**src/rtl/uart_flow_receiver.sv**
```systemverilog
// Receive endpoint: buffers ciphertext, Caesar-decrypts the FIFO head,
// and asks the far end to pause/resume with XOFF/XON.
//
// Ports: clk, reset (sync, active-low); rx_data/rx_valid in;
// out_data/out_valid/out_ready consumer handshake; tx_data/tx_start
// to the transmitter, tx_busy/tx_done back; xoff_active, fill_level,
// overflow status.
module uart_flow_receiver #(
  parameter int DEPTH     = 16,
  parameter int HIGH_MARK = 12,
  parameter int LOW_MARK  = 4,
  parameter int SHIFT     = 3
) (
  input  logic                       clk,
  input  logic                       reset,
  input  logic [7:0]                 rx_data,
  input  logic                       rx_valid,
  output logic [7:0]                 out_data,
  output logic                       out_valid,
  input  logic                       out_ready,
  output logic [7:0]                 tx_data,
  output logic                       tx_start,
  input  logic                       tx_busy,
  input  logic                       tx_done,
  output logic                       xoff_active,
  output logic [$clog2(DEPTH):0]     fill_level,
  output logic                       overflow
);

  localparam int AW = $clog2(DEPTH);
  localparam int CW = AW + 1;
  localparam logic [7:0] XON  = 8'h11;
  localparam logic [7:0] XOFF = 8'h13;
  localparam logic [4:0] KEY  = 5'(SHIFT);
  localparam logic [CW-1:0] FULL = CW'(DEPTH);
  localparam logic [CW-1:0] HI   = CW'(HIGH_MARK);
  localparam logic [CW-1:0] LO   = CW'(LOW_MARK);

  typedef enum logic [1:0] {
    IDLE,
    REQ,
    WAIT
  } state_t;

  logic [7:0]    mem [DEPTH];
  logic [AW-1:0] wr_ptr;
  logic [AW-1:0] rd_ptr;
  logic [CW-1:0] count;
  logic          is_ctrl;
  logic          push_req;
  logic          full;
  logic          pop;
  logic          push;

  state_t        state;
  state_t        state_d;
  logic [7:0]    tx_data_d;
  logic          xoff_d;
  logic          start_d;
  logic          hi_hit;
  logic          lo_hit;

  always_comb begin
    is_ctrl  = (rx_data == XON) || (rx_data == XOFF);
    push_req = rx_valid && !is_ctrl;
    full     = (count == FULL);
    pop      = out_valid && out_ready;
    // a pop frees a slot at the same edge, so full can still accept
    push     = push_req && (!full || pop);
  end

  always_ff @(posedge clk) begin
    if (push) begin
      mem[wr_ptr] <= rx_data;
    end
  end

  always_ff @(posedge clk) begin
    if (!reset) begin
      wr_ptr   <= '0;
      rd_ptr   <= '0;
      count    <= '0;
      overflow <= 1'b0;
    end else begin
      if (push) begin
        wr_ptr <= wr_ptr + 1'b1;
      end
      if (pop) begin
        rd_ptr <= rd_ptr + 1'b1;
      end
      unique case ({push, pop})
        2'b10:   count <= count + 1'b1;
        2'b01:   count <= count - 1'b1;
        default: count <= count;
      endcase
      if (push_req && !push) begin
        overflow <= 1'b1;
      end
    end
  end

  function automatic logic [7:0] caesar(input logic [7:0] b);
    logic       letter;
    logic [7:0] base;
    logic [4:0] off;
    logic [4:0] res;
    logic       borrow;
    letter = ((b >= 8'h41) && (b <= 8'h5A)) ||
             ((b >= 8'h61) && (b <= 8'h7A));
    base   = (b >= 8'h61) ? 8'h61 : 8'h41;
    off    = 5'(b - base);
    {borrow, res} = {1'b0, off} - {1'b0, KEY};
    if (borrow) begin
      res = res + 5'd26;
    end
    return letter ? (base + {3'b000, res}) : b;
  endfunction

  assign out_data   = caesar(mem[rd_ptr]);
  assign out_valid  = (count != '0);
  assign fill_level = count;

  assign hi_hit = !xoff_active && (count >= HI);
  assign lo_hit = xoff_active && (count <= LO);

  always_ff @(posedge clk) begin
    if (!reset) begin
      state       <= IDLE;
      tx_data     <= 8'h00;
      xoff_active <= 1'b0;
      tx_start    <= 1'b0;
    end else begin
      state       <= state_d;
      tx_data     <= tx_data_d;
      xoff_active <= xoff_d;
      tx_start    <= start_d;
    end
  end

  // REQ leaves only once the registered pulse has been issued
  always_comb begin
    state_d = state;
    unique case (state)
      IDLE:    if (hi_hit || lo_hit) state_d = REQ;
      REQ:     if (tx_start) state_d = WAIT;
      WAIT:    if (tx_done) state_d = IDLE;
      default: state_d = IDLE;
    endcase
  end

  always_comb begin
    tx_data_d = tx_data;
    xoff_d    = xoff_active;
    if (state == IDLE) begin
      unique case (1'b1)
        hi_hit: begin
          tx_data_d = XOFF;
          xoff_d    = 1'b1;
        end
        lo_hit: begin
          tx_data_d = XON;
          xoff_d    = 1'b0;
        end
        default: ;
      endcase
    end
    start_d = (state_d == REQ) && !tx_busy;
  end

endmodule

```
**config.mk**
```make
export PLATFORM = sky130hd
export DESIGN_NAME = uart_flow_receiver
export DESIGN_NICKNAME = d
export VERILOG_FILES = /design/src/rtl/uart_flow_receiver.sv
export SDC_FILE = /design/constraint.sdc
export NUM_CORES = 1
export LEC_CHECK = 0
export BUFFER_PORTS_ARGS = -buffer_cell sky130_fd_sc_hd__buf_2
export CAP_MARGIN = 10
export CORE_MARGIN = 2
export CORE_UTILIZATION = 65
export DETAILED_ROUTE_END_ITERATION = 6
export PLACE_DENSITY = 0.82
export SYNTH_ARGS = -nofsm -noshare
export SYNTH_HDL_FRONTEND = slang
export SYNTH_SLANG_ARGS = --single-unit
```
**constraint.sdc**
```tcl
create_clock -name clk -period 8.8 [get_ports clk]
set_clock_uncertainty 0.2 [all_clocks]
set_input_delay 0.44 -clock clk [delete_from_list [all_inputs] [get_ports clk]]
set_output_delay 0.44 -clock clk [all_outputs]
set_load 0.01 [all_outputs]
```
==> results of run 1 <==
[path summary, 6_finish.rpt]
kind / slack, ns / startpoint / to
setup / recovery: 2.80 / flop / out_data[4]
hold / removal: 0.09 / rx_data[1] / mem[5][1]
setup reg to reg: 5.51 / fill_level[1] / fill_level[4]
hold reg to reg: 0.26 / overflow / overflow
[report_power, final]
part / total [mW] / internal (mW) / switching [mW]
Combinational: 0.664 / 0.295 / 0.369
Sequential: 0.847 / 0.814 / 0.0330
Clock: 0.716 / 0.455 / 0.261
[worst register-to-register path, delay by kind of cell, from the launching register on]
kind	cells	cell delay [ns]
compound gates	2	0.41
xor+xnor	1	0.17
fa+ha+maj	1	0.33
buf+inv	1	0.10
flops	1	0.35
mux	1	0.26
simple gates	5	1.40
[cell families (layout without fill, tap and decap cells)]
logic type / count (synthesis) / after routing
AO/OA/AOI/OAI: 35 / 35
XOR/XNOR: 17 / 17
adder cells (fa/ha/maj): 21 / 21
buffers and inverters: 35 / 85
flip-flops: 151 / 151
multiplexers: 54 / 54
other: 1 / 5
AND/OR/NAND/NOR: 107 / 107
[registers in the layout, indices dropped and copies added (netlist names), named ones only]
signal / flops
state: 2
rd_ptr: 4
mem: 128
tx_start: 1
tx_data: 2
fill_level: 5
overflow: 1
wr_ptr: 4
[synth_stat cells (all sizes together) (3+ instances only)]
library cell / number
mux2i: 16
o21a: 6
edfxtp: 128
and2: 28
nor2b: 6
and3: 5
nor2: 13
o21ai: 6
nand2: 18
a21oi: 3
ha: 20
mux2: 3
nor3b: 5
nand4: 3
buf: 17
nand2b: 3
inv: 16
xnor2: 15
nor3: 6
a21o: 3
dfxtp: 23
nand3: 5
mux4: 35
[cells in the final DEF (no fill, tap or decap), drive strengths merged, types with 3 or more instances in the layout]
cell,count
mux2,3
clkbuf,20
nor3,6
mux4,35
nor3b,5
nand3,5
a21oi,3
dfxtp,23
and3,5
buf,36
o21a,6
nand2,18
clkinv,7
a21o,3
nand2b,3
nor2,13
inv,16
edfxtp,128
and2,28
bufinv,4
nor2b,6
xnor2,15
nand4,3
o21ai,6
mux2i,16
ha,20
conb,5
[stage by stage]
step	utilization, %	area, µm²	hold slack, ns	std cells
floorplan	-	6910	0.280	425
global placement	68.9	7120	0.243	578
detailed placement	68.9	7120	0.251	578
CTS	74.7	7710	0.0735	611
global route	74.7	7710	0.0865	611
finish	74.7	7710	0.0864	611
[area by class of cell]
cell class / count / area share, %
Multi-Input combinational cell: 239 / 31.1
Clock buffer: 20 / 5.52
Inverter: 16 / 0.779
Clock inverter: 12 / 2.04
Timing Repair Buffer: 37 / 2.56
Tap cell: 136 / 2.21
Sequential cell: 151 / 55.8
[per-layer routing]
layer	GRT usage, %	up-vias	share of wire [%]
met5	0	-	0
met4	11.6	0	2.6
met3	6.50	25	6.3
met2	45.6	188	53
met1	32.1	1900	38
li1	-	1719	-
==> flow_metrics.env, run 1 <==
export IMPL_clkSinkCount=151
export IMPL_synthDominantCellAreaShare_pct=55.8
export IMPL_cts_buffers_inserted=17
export IMPL_r2r_cells=11
export IMPL_setup_viol=0
export IMPL_timing_critical_path_fanout_max=26
export IMPL_synth_largest_area_cell="sky130_fd_sc_hd__edfxtp_1"
export IMPL_max_cap_violations=0
export IMPL_timing_critical_path_from_type="flop"
export IMPL_synth_cells=421
export IMPL_synthTopCellsByArea="sky130_fd_sc_hd__edfxtp_1 (56%), sky130_fd_sc_hd__mux4_1 (8.4%), sky130_fd_sc_hd__dfxtp_1 (6.7%)"
export IMPL_remaining_drcs=0
export IMPL_die_height_um=107
export IMPL_avgRoutedWirePerCell_um=22.8
export IMPL_cts_reportedPaths_clkPinSlew_ns=0.06
export IMPL_synth_compound_area_share_pct=4.01
export IMPL_synth_simple_gate_area_share_pct=8.90
export IMPL_mux_share_of_post_synthesis_cell_area_pct=15.5
export IMPL_synth_xor_area_share_pct=2.16
export IMPL_unrepaired_setup_endpoints_after_global_routing="no"
export IMPL_gp_congestion=0.888
export IMPL_critical_path_endpoint_type="output pin"
export IMPL_type_of_the_setup_path_with_the_least_slack="flop to output pin"
export IMPL_share_of_synthesized_area_occupied_by_flip_flops_and_latches_pct=62.5
export IMPL_routed_wl_um=13900
export IMPL_worst_slew_margin_rel_pct=49.1
export IMPL_grt_use_total_pct=26.5
export IMPL_first_pass_grt_wire_length_um=21600
export IMPL_power_density_nw_per_um2=289
export IMPL_clock_tree_buffer_depth=2
export IMPL_cts_repair_timing_setup_buffer_count=0
export IMPL_synth_top_family_by_area="multiplexers"
export IMPL_yosys_area_share_adder_pct=3.92
export IMPL_timing_setup_tns_ns=0
export IMPL_initial_antenna_violation_count=0
export IMPL_timing_worst_slew_pin_value_ns=0.763
export IMPL_cts_tree="yes"
export IMPL_initial_utilization_pct=66.7
export IMPL_synth_top_flop_cell="sky130_fd_sc_hd__edfxtp_1"
export IMPL_crit_buf_inv=3
export IMPL_cpMaxStageDelayCell="sky130_fd_sc_hd__mux4_1"
export IMPL_postSynthAreaPerCell_um2=16.4
export IMPL_layout_cell_share_with_drive_strength_beyond_1_pct=17.9
export IMPL_ff_latch_area_um2=4300
export IMPL_power_leakage_nw=2.77
export IMPL_worstPathCellList="buf_4 -> mux4_1 -> mux2_2 -> nand2b_1 -> o21ai_2 -> inv_1 -> ha_1 -> and2_1 -> or3_1 -> xnor2_1 -> ha_1 -> and3b_1 -> mux2i_1 -> xnor2_1 -> mux2i_1 -> buf_2"
export IMPL_finish_net_count=497
export IMPL_critical_path_depth=16
export IMPL_clkLatencyLatePin_ns=0.52
export IMPL_yosys_warnings=0
export IMPL_min_path_cells=1
export IMPL_arrival_worst_endpoint_ns=5.36
export IMPL_coreArea_um2=10300
export IMPL_total_power_mw=2.23
export IMPL_crit_required_ns=8.16
export IMPL_ctsHtreeMaxLevel=4
export IMPL_total_inserted_antenna_cells=0
export IMPL_dp_worst_setup_slack_ns=3.43
export IMPL_hold_violations=0
export IMPL_via_count_of_the_first_global_routing_pass=3893
export IMPL_synth_edf_count=128
export IMPL_irDropWorstVdd_v=0.000211
export IMPL_finalWorstPathRequiredPeriod_ns=6.00
export IMPL_area_growth_pct=11.9
export IMPL_drt_first_iter_violations=436
export IMPL_chipWidth_um=107
export IMPL_dr_total_vias=3832
export IMPL_place_detailed_hpwl_um=8690
export IMPL_via_per_inst=6.27
export IMPL_timing_fmax_ghz=0.167
export IMPL_async_flop_share_pct=0
export IMPL_synth_lib_cells_used_distinct=61
export IMPL_min_delay_path_class="input pin to flop"
export IMPL_multiInputGateArea_um2=2400
export IMPL_io_buffers=33
export IMPL_num_io_pins=39
export IMPL_drtPass1Iterations=5
export IMPL_worst_path_dominant_cell_family="multiplexers"
export IMPL_cts_repair_resize_count=0
export IMPL_clock_root_buffer="sky130_fd_sc_hd__clkbuf_8"
export IMPL_critical_path_max_stage_delay_ns=0.59
export IMPL_ctsHoldBuffers=1
export IMPL_final_antenna_net_count=0
export IMPL_period_share_pct=68.2
export IMPL_netlist_area_pre_place_um2=6890
export IMPL_ys_ff_latch=151
export IMPL_filler_cell_count=577
export IMPL_slew_violations=0
export IMPL_overflow=0
export IMPL_floorplan_die_area_um2=11400
export IMPL_grt_max_degree=28
export IMPL_smallest_setup_slack_after_layout_ns=2.80
export IMPL_outcome="complete, no violations"
export IMPL_core_rowCount=37
Power figures use the tool's default switching activity.
==> run 2, diff against run 1 <==
- CORE_UTILIZATION: 65 -> 55
- PLACE_DENSITY: 0.82 -> 0.74
- clock period: 8.8 -> 5.39 ns (I/O delays scaled with it)
==> flow_metrics.env, run 2 (synthesis gave the netlist of run 1 again) <==
export IMPL_final_common_cell="sky130_fd_sc_hd__edfxtp_1"
export IMPL_finalWorstPathRequiredPeriod_ns=5.05
export IMPL_layout_cell_share_with_drive_strength_beyond_1_pct=20.9
export IMPL_worst_slew_margin_rel_pct=57.1
export IMPL_initial_antenna_violation_count=0
export IMPL_overflow=0
export IMPL_min_delay_path_class="input pin to flop"
export IMPL_largest_register_ffs=128
export IMPL_fin_worst_hold_slack_ns=0.0282
export IMPL_period_share_pct=93.8
export IMPL_max_cap_violations=0
export IMPL_multiInputGateArea_um2=2430
export IMPL_timing_critical_path_fanout_max=11
export IMPL_chipWidth_um=116
export IMPL_total_inserted_antenna_cells=0
export IMPL_routed_wl_um=14100
export IMPL_crit_buf_inv=2
export IMPL_timing_critical_path_mode_cell="sky130_fd_sc_hd__mux2i_1"
export IMPL_final_antenna_net_count=0
export IMPL_smallest_setup_slack_after_layout_ns=0.336
export IMPL_power_switching_share_pct=30.2
export IMPL_clkLatencyLatePin_ns=0.42
export IMPL_most_common_layout_cells="sky130_fd_sc_hd__edfxtp_1 (128), sky130_fd_sc_hd__buf_2 (33), sky130_fd_sc_hd__and2_1 (28)"
export IMPL_initial_utilization_pct=56.9
export IMPL_worstPathCellList="mux4_2 -> mux2i_1 -> mux2i_2 -> inv_1 -> ha_1 -> and3_1 -> a311oi_2 -> xnor2_2 -> or3_4 -> xnor2_1 -> ha_1 -> nor3b_1 -> mux2i_1 -> xnor2_1 -> mux2i_1 -> buf_2"
export IMPL_timing_critical_path_from_type="flop"
export IMPL_irDropWorstVdd_v=0.000313
export IMPL_top_register="mem"
export IMPL_type_of_the_setup_path_with_the_least_slack="flop to output pin"
export IMPL_clock_root_buffer="sky130_fd_sc_hd__clkbuf_16"
export IMPL_ff_latch_area_um2=4310
export IMPL_grt_max_degree=32
export IMPL_timing_fmax_ghz=0.198
export IMPL_worst_path_dominant_cell_family="multiplexers"
export IMPL_arrival_worst_endpoint_ns=4.58
export IMPL_p_clk_share_pct=32.0
export IMPL_die_height_um=116
export IMPL_internal_power_mw=2.58
export IMPL_place_detailed_hpwl_um=8650
export IMPL_hold_violations=0
export IMPL_first_pass_grt_wire_length_um=21000
export IMPL_clock_tree_buffer_depth=2
export IMPL_timing_setup_tns_ns=0
export IMPL_critical_path_max_stage_delay_ns=0.73
export IMPL_via_per_inst=5.94
export IMPL_dp_worst_setup_slack_ns=0.470
export IMPL_crit_required_ns=4.92
export IMPL_core_rowCount=40
export IMPL_avgRoutedWirePerCell_um=21.8
export IMPL_power_density_nw_per_um2=469
export IMPL_total_power_mw=3.69
export IMPL_area_growth_pct=14.1
export IMPL_floorplan_die_area_um2=13400
export IMPL_dr_total_vias=3845
export IMPL_remaining_drcs=0
export IMPL_outcome="complete, no violations"
export IMPL_power_leakage_nw=2.80
export IMPL_filler_cell_count=834
export IMPL_cpMaxStageDelayCell="sky130_fd_sc_hd__dfxtp_1"
export IMPL_finish_net_count=501
export IMPL_clkSinkCount=151
export IMPL_coreArea_um2=12100
export IMPL_critical_path_endpoint_type="output pin"
export IMPL_final_design_area_no_fill_um2=7860
export IMPL_seq_power_share_pct=37.7
export IMPL_num_io_pins=39
export IMPL_grt_use_total_pct=22.1
export IMPL_comb_power_share_pct=30.3
export IMPL_ctsHtreeMaxLevel=4
export IMPL_drt_first_iter_violations=381
export IMPL_cts_repair_timing_setup_buffer_count=0
export IMPL_timing_worst_slew_pin_value_ns=0.642
export IMPL_drtPass1Iterations=5
export IMPL_cts_buffers_inserted=17
export IMPL_power_switching_mw=1.12
export IMPL_cts_tree="yes"
export IMPL_dpl_cell_area_um2=7210
export IMPL_cts_reportedPaths_clkPinSlew_ns=0.06
export IMPL_setup_viol=0
export IMPL_io_buffers=33
export IMPL_via_count_of_the_first_global_routing_pass=3762
export IMPL_slew_violations=0
export IMPL_gp_congestion=0.891
-- run 2: cell count changes in the layout (fill, tap and decap cells not counted), moves of 2 or more --
cell and change:
sky130_fd_sc_hd__dfxtp_1 -3, sky130_fd_sc_hd__clkinvlp_4 +2, sky130_fd_sc_hd__ha_1 -2, sky130_fd_sc_hd__clkbuf_16 +2
sky130_fd_sc_hd__ha_2 +2, sky130_fd_sc_hd__inv_6 +2, sky130_fd_sc_hd__dfxtp_2 +3, sky130_fd_sc_hd__clkinv_1 -2
sky130_fd_sc_hd__buf_12 +2, sky130_fd_sc_hd__clkinv_2 -2
-- run 2: worst register-to-register path: stages (launching register included) --
cell	delay, ns
sky130_fd_sc_hd__dfxtp_1	0.36
sky130_fd_sc_hd__or4_1	0.52
sky130_fd_sc_hd__or2_2	0.31
sky130_fd_sc_hd__and2_1	0.21
sky130_fd_sc_hd__nand2_1	0.16
sky130_fd_sc_hd__inv_1	0.11
sky130_fd_sc_hd__ha_1	0.33
sky130_fd_sc_hd__a21o_1	0.19
sky130_fd_sc_hd__a21oi_1	0.19
sky130_fd_sc_hd__mux2i_1	0.25
sky130_fd_sc_hd__xor2_1	0.09
sky130_fd_sc_hd__and2_1	0.16
-- run 2: layout make-up --
class | instances | area share, %
sequential | 151 | 54.8
inverter | 16 | 0.764
clock buffer | 20 | 5.55
tap | 168 | 2.67
timing repair buffer | 41 | 3.44
multi-input combinational | 239 | 30.9
clock inverter | 12 | 1.93
-- run 2: final timing paths --
check	startpoint	to	slack [ns]	depth (start not counted)
worst max-delay path	flop	out_data[4]	0.34	16
worst min-delay path	reset	tx_data[0]	0.03	2
worst max register to register	fill_level[1]	fill_level[4]	2.22	11
worst min register to register	overflow	overflow	0.27	1
-- run 2: routing by layer --
layer / share of wire, % / GRT usage (%) / up-vias
met5: 0 / 0 / -
met4: 2.4 / 9.44 / 0
li1: - / - / 1728
met2: 51 / 35.8 / 164
met1: 40 / 28.7 / 1924
met3: 6.6 / 5.54 / 29
-- run 2: power groups by stage --
stage | combinational [mW] | sequential (mW) | clock (mW)
2_1_floorplan | 0.817 | 1.40 | 0
3_3_place_gp | 1.04 | 1.41 | 0
3_5_place_dp | 1.08 | 1.41 | 0
4_1_cts | 1.09 | 1.39 | 1.19
5_1_grt | 1.22 | 1.40 | 1.24
6_report | 1.12 | 1.39 | 1.18
-- run 2: metrics by stage --
stage | instances | util (%)
finish | 647 | 64.9
global route | 647 | 64.9
CTS | 646 | 64.4
detailed placement | 613 | 59.5
global placement | 613 | 59.5
floorplan | 425 | -
-- run 2: repair_timing --
| action | 4_1_cts | 5_1_grt |
|---|---|---|
| gates cloned | 0 | 1 |
| resized for setup | 1 | 9 |
| hold endpoints to repair | 1 | 0 |
| hold buffers | 1 | 0 |
| setup endpoints to repair | 1 | 2 |
